### src/rtl/key_debounce_multi.sv
// Multi-channel active-low push-button debouncer with press/release pulses.
// Optional long-press detection is compiled in when KEY_LONG_PRESS_EN is defined.
module key_debounce_multi #(
  parameter int NUM_KEYS = 4,
  parameter int CNT_MAX  = 20,
  parameter int LONG_MAX = 50_000_000
) (
  input  logic                sys_clk,
  input  logic                sys_rst,
  input  logic [NUM_KEYS-1:0] key,
  output logic [NUM_KEYS-1:0] key_filter,
  output logic [NUM_KEYS-1:0] key_press,
  output logic [NUM_KEYS-1:0] key_release,
  output logic [NUM_KEYS-1:0] key_long
);

  localparam int CW = (CNT_MAX > 2) ? $clog2(CNT_MAX) : 1;
  localparam logic [CW-1:0] CNT_TOP  = CW'(CNT_MAX - 1);
  localparam logic [CW-1:0] CNT_ONE  = CW'(1);
  localparam logic [CW-1:0] CNT_ZERO = CW'(0);

  for (genvar i = 0; i < NUM_KEYS; i++) begin : g_ch
    logic          meta_r;
    logic          sync_r;
    logic          filter_r;
    logic          press_r;
    logic          release_r;
    logic          long_s;
    logic [CW-1:0] cnt_r;
    logic          accept_s;

    // A new level is taken on the edge where it has differed for CNT_MAX samples.
    assign accept_s = (sync_r != filter_r) && (cnt_r == CNT_TOP);

    // two-flop synchroniser for the asynchronous key pin
    always_ff @(posedge sys_clk or posedge sys_rst) begin
      if (sys_rst) begin
        meta_r <= 1'b1;
        sync_r <= 1'b1;
      end else begin
        meta_r <= key[i];
        sync_r <= meta_r;
      end
    end

    // stability counter, filtered level and edge pulses
    always_ff @(posedge sys_clk or posedge sys_rst) begin
      if (sys_rst) begin
        cnt_r     <= CNT_ZERO;
        filter_r  <= 1'b1;
        press_r   <= 1'b0;
        release_r <= 1'b0;
      end else begin
        press_r   <= 1'b0;
        release_r <= 1'b0;
        if (sync_r == filter_r) begin
          cnt_r <= CNT_ZERO;
        end else if (accept_s) begin
          cnt_r     <= CNT_ZERO;
          filter_r  <= sync_r;
          press_r   <= ~sync_r;
          release_r <= sync_r;
        end else begin
          cnt_r <= cnt_r + CNT_ONE;
        end
      end
    end

`ifdef KEY_LONG_PRESS_EN
    localparam int HW = (LONG_MAX > 1) ? $clog2(LONG_MAX + 1) : 1;
    localparam logic [HW-1:0] HOLD_TOP  = HW'(LONG_MAX);
    localparam logic [HW-1:0] HOLD_PRE  = HW'(LONG_MAX - 1);
    localparam logic [HW-1:0] HOLD_ONE  = HW'(1);
    localparam logic [HW-1:0] HOLD_ZERO = HW'(0);

    logic [HW-1:0] hcnt_r;
    logic          long_r;

    // Hold counter saturates, so one pulse per press; an accepted release
    // on the saturating edge suppresses the pulse.
    always_ff @(posedge sys_clk or posedge sys_rst) begin
      if (sys_rst) begin
        hcnt_r <= HOLD_ZERO;
        long_r <= 1'b0;
      end else if (accept_s || filter_r) begin
        hcnt_r <= HOLD_ZERO;
        long_r <= 1'b0;
      end else if (hcnt_r != HOLD_TOP) begin
        hcnt_r <= hcnt_r + HOLD_ONE;
        long_r <= (hcnt_r == HOLD_PRE);
      end else begin
        hcnt_r <= hcnt_r;
        long_r <= 1'b0;
      end
    end

    assign long_s = long_r;
`else
    assign long_s = 1'b0;
`endif

    assign key_filter[i]  = filter_r;
    assign key_press[i]   = press_r;
    assign key_release[i] = release_r;
    assign key_long[i]    = long_s;
  end

endmodule
### config.mk
export PLATFORM = sky130hd
export DESIGN_NAME = key_debounce_multi
export DESIGN_NICKNAME = d
export VERILOG_FILES = /design/src/rtl/key_debounce_multi.sv
export SDC_FILE = /design/constraint.sdc
export NUM_CORES = 1
export LEC_CHECK = 0
export ABC_CLOCK_PERIOD_IN_PS = 1700
export CORE_MARGIN = 2
export CORE_UTILIZATION = 54
export CTS_CLUSTER_DIAMETER = 30
export DETAILED_ROUTE_END_ITERATION = 7
export GPL_TIMING_DRIVEN = 0
export HOLD_SLACK_MARGIN = 0.1
export PLACE_DENSITY = 0.86
export SYNTH_ARGS = -nofsm -noshare
export SYNTH_HDL_FRONTEND = slang
export SYNTH_SLANG_ARGS = --single-unit
### constraint.sdc
create_clock -name sys_clk -period 1.7 [get_ports sys_clk]
set_clock_uncertainty 0.05 [all_clocks]
set_input_delay 0.34 -clock sys_clk [delete_from_list [all_inputs] [get_ports sys_clk]]
set_output_delay 0.34 -clock sys_clk [all_outputs]
set_load 0.005 [all_outputs]
==> key figures <==
Route
  • Post-Route WL: 2500 um
  • Highest routed layer: met4
  • DR WL met3: 94 um
  • WL/cell: 12.0 um
  • Detailed-route vias per instance: 4.77
  • Drt first-iter violations: 23
  • Residual DRC: 0
  • Vias after detailed routing: 992
  • DR WL met2: 1370 um
  • ANT nets after route: 0
  • TritonRoute pass-1 iters: 2
  • M1 WL: 1010 um

Timing
  • Setup violations, final: 0
  • Achievable clock frequency: 0.611 GHz
  • Max-slew headroom: 50.8%
  • Endpoints failing hold: 0
  • RSZ-0062 raised after global routing: no
  • Crit path time final: 1.64 ns
  • Slew @ Worst Pin: 0.737 ns
  • Final period utilization: 96.2%
  • Max-slew violations: 0

Worst setup path
  • CP max stage cell: clkdlybuf4s50_1
  • Required time worst endpoint: 1.31 ns
  • Worst-path maximum fanout: 1
  • WP buf/inv: 2
  • WS Path Type: reg2out
  • Crit path max-delay family: buffers and inverters
  • CP Cell Sequence: buf_4, clkdlybuf4s50_1
  • Critical Path AT: 1.25 ns
  • Setup crit start kind: flip-flop
  • Critical path endpoint category: output pin
  • Max incr delay on CP: 0.43 ns

Die
  • # IOs: 22
  • DIE AREA: 3690 sq um
  • Initial Util: 57.0%
  • Row count: 20
  • Core area: 3050 sq um
  • Height of the die: 60.8 um
  • Die width: 60.8 um

Placement
  • HPWL after detailed placement: 1850 um
  • PortBufs: 17
  • GPL Wtd Cong: 0.694
  • Placed insts: 196

Clock network
  • Root Buffer: clkbuf_4
  • Clock Latency Late Sink: 0.32 ns
  • Total CTS buffers: 5
  • Clock transition at path regs: 0.10 ns
  • CTS tree: yes
  • CTS Buffer Depth: 2
  • H-Tree Level Count: 2
  • Clock sink count: 40
  • Hold buffer count at cts: 0

Synth
  • Avg Cell Area, Syn: 13.3 sq um
  • Synth top area share: 40.3%
  • Cell taking the most area after synthesis: dfrtp_1
  • Synth Instances: 131
  • Post-synthesis sequential area ratio: 58.4%
  • Synth Cell Area: 1740 sq um
  • Synth warn: 0
  • Synth Register Bits: 40
  • Area contributors post-synth: dfrtp_1 40%, dfstp_2 18%, buf_4 6.9%
  • Synth unique cells: 24

Pwr
  • Sw Ratio: 21.7%
  • Int Pwr: 1250 uW
  • Power share of the sequential group: 63.7%
  • NetSw: 348 uW
  • Leak: 0.00100 uW
  • IR drop worst, VDD: 0.691 mV
  • Areal power density over the cells: 766 nW/um^2
  • Clock network power share: 29.5%
  • Overall Power: 1600 uW
  • Comb power frac: 6.9%

Global route
  • Initial antenna violation count: 0
  • Pin count of the biggest net entering global routing: 24
  • Total gr overflow: 0
  • Global-route wire length before repair: 4520 um
  • Vias in the first global route: 1,068
  • GRT Resource Usage Total: 17.0%

Final layout
  • Synth-to-layout area growth: 20.2%
  • Non-filler cells, final: 208
  • Most common cell after layout, fill and taps aside: dfrtp_1
  • Most frequent cells in the layout: 28 x dfrtp_1, 21 x buf_4, 14 x nor2_1, 12 x dfstp_2, 11 x clkdlybuf4s50_1
  • Share of post-route cells with drive strength above 1: 30.5%
  • Number of diodes: 0
  • Final net count: 173

Job
  • Max_cap viols: 0

Status
  • Outcome: completed

Worst hold path
  • Tightest Hold Check Type: reg2reg
-- kinds of logic (layout without fill, tap and decap cells) --
group / count (synthesis) / after routing / synth area share (%)
AND/OR/NAND/NOR: 44 / 44 / 18.1
flip-flops: 40 / 40 / 58.4
buffers and inverters: 17 / 47 / 7.12
XOR/XNOR: 15 / 15 / 7.55
multiplexers: 6 / 6 / 3.74
adder cells (fa/ha/maj): 4 / 4 / 2.88
AO/OA/AOI/OAI: 4 / 4 / 1.94
other: 1 / 4 / 0.216
-- timing repair --
| action | CTS | global route |
|---|---|---|
| hold endpoints to repair | 0 | 0 |
| setup endpoints to repair | 4 | 2 |
| resized for setup | 4 | 2 |
| setup buffers | 4 | 0 |
-- area by class of cell --
| class | instances | area, sq um |
|---|---|---|
| fill | 224 | 962 |
| buffer | 16 | 120 |
| multi-input combinational | 77 | 611 |
| timing repair buffer | 22 | 226 |
| inverter | 1 | 3.75 |
| tap | 44 | 55.1 |
| sequential | 40 | 1020 |
| clock buffer | 8 | 58.8 |
-- flip-flops by register name, summed over array words and instances, names as in the netlist --
register        cells
g_ch.sync_r         4
g_ch.release_r      4
g_ch.meta_r         4
g_ch.cnt_r         20
g_ch.filter_r       4
g_ch.press_r        4
-- through the flow --
stage	util [%]	hold WS, ns	setup TNS [ns]	setup slack, ns	cell area (sq um)
finish	68.5	0.311	0	0.0646	2090
global route	68.5	0.316	0	0.00105	2090
CTS	68.3	0.314	0	0.0358	2090
detailed placement	65.6	0.299	0	0.130	2000
global placement	64.7	0.297	-9.09	-0.307	1980
floorplan	-	0.294	0	0.412	1750
-- power groups by stage --
| stage | clock [uW] | sequential (uW) | combinational [uW] |
|---|---|---|---|
| 5_1_grt | 536 | 1030 | 129 |
| 6_report | 472 | 1020 | 110 |
| 3_3_place_gp | 0 | 1030 | 98.9 |
| 2_1_floorplan | 0 | 1030 | 78.0 |
| 4_1_cts | 495 | 1020 | 113 |
| 3_5_place_dp | 0 | 1040 | 112 |
-- metal layers --
| metal | up-vias | GRT usage, % |
|---|---|---|
| met3 | 4 | 4.05 |
| met1 | 487 | 19.5 |
| met5 | - | 0 |
| met4 | 0 | 8.70 |
| met2 | 18 | 29.6 |
| li1 | 483 | - |
-- synth_stat cells --
master / number
dfrtp_1: 28
buf_4: 16
nor2_1: 14
dfstp_2: 12
xor2_1: 10
nor3b_1: 8
nand2_1: 6
nand3_1: 6
xnor2_1: 5
ha_1: 4
mux2_2: 4
nand4bb_4: 4
and2_1: 2
mux2i_1: 2
a21boi_1: 1
a21oi_1: 1
a32o_1: 1
a32o_2: 1
and2_2: 1
and3_1: 1
conb_1: 1
inv_1: 1
nand2b_1: 1
or2b_1: 1
-- final timing paths --
kind | from | to | slack [ns] | depth (start not counted)
max in group asynchronous | sys_rst | g_ch[1].meta_r | 0.58 | 3
min reg2reg | g_ch[0].meta_r | g_ch[0].sync_r | 0.31 | 0
min | g_ch[0].meta_r | g_ch[0].sync_r | 0.31 | 0
max | g_ch[3].press_r | key_press[3] | 0.06 | 2
max reg2reg | g_ch[2].filter_r | g_ch[2].cnt_r[4] | 0.33 | 4
min in group asynchronous | sys_rst | g_ch[3].cnt_r[2] | 0.38 | 2
Power figures use the tool's default switching activity.
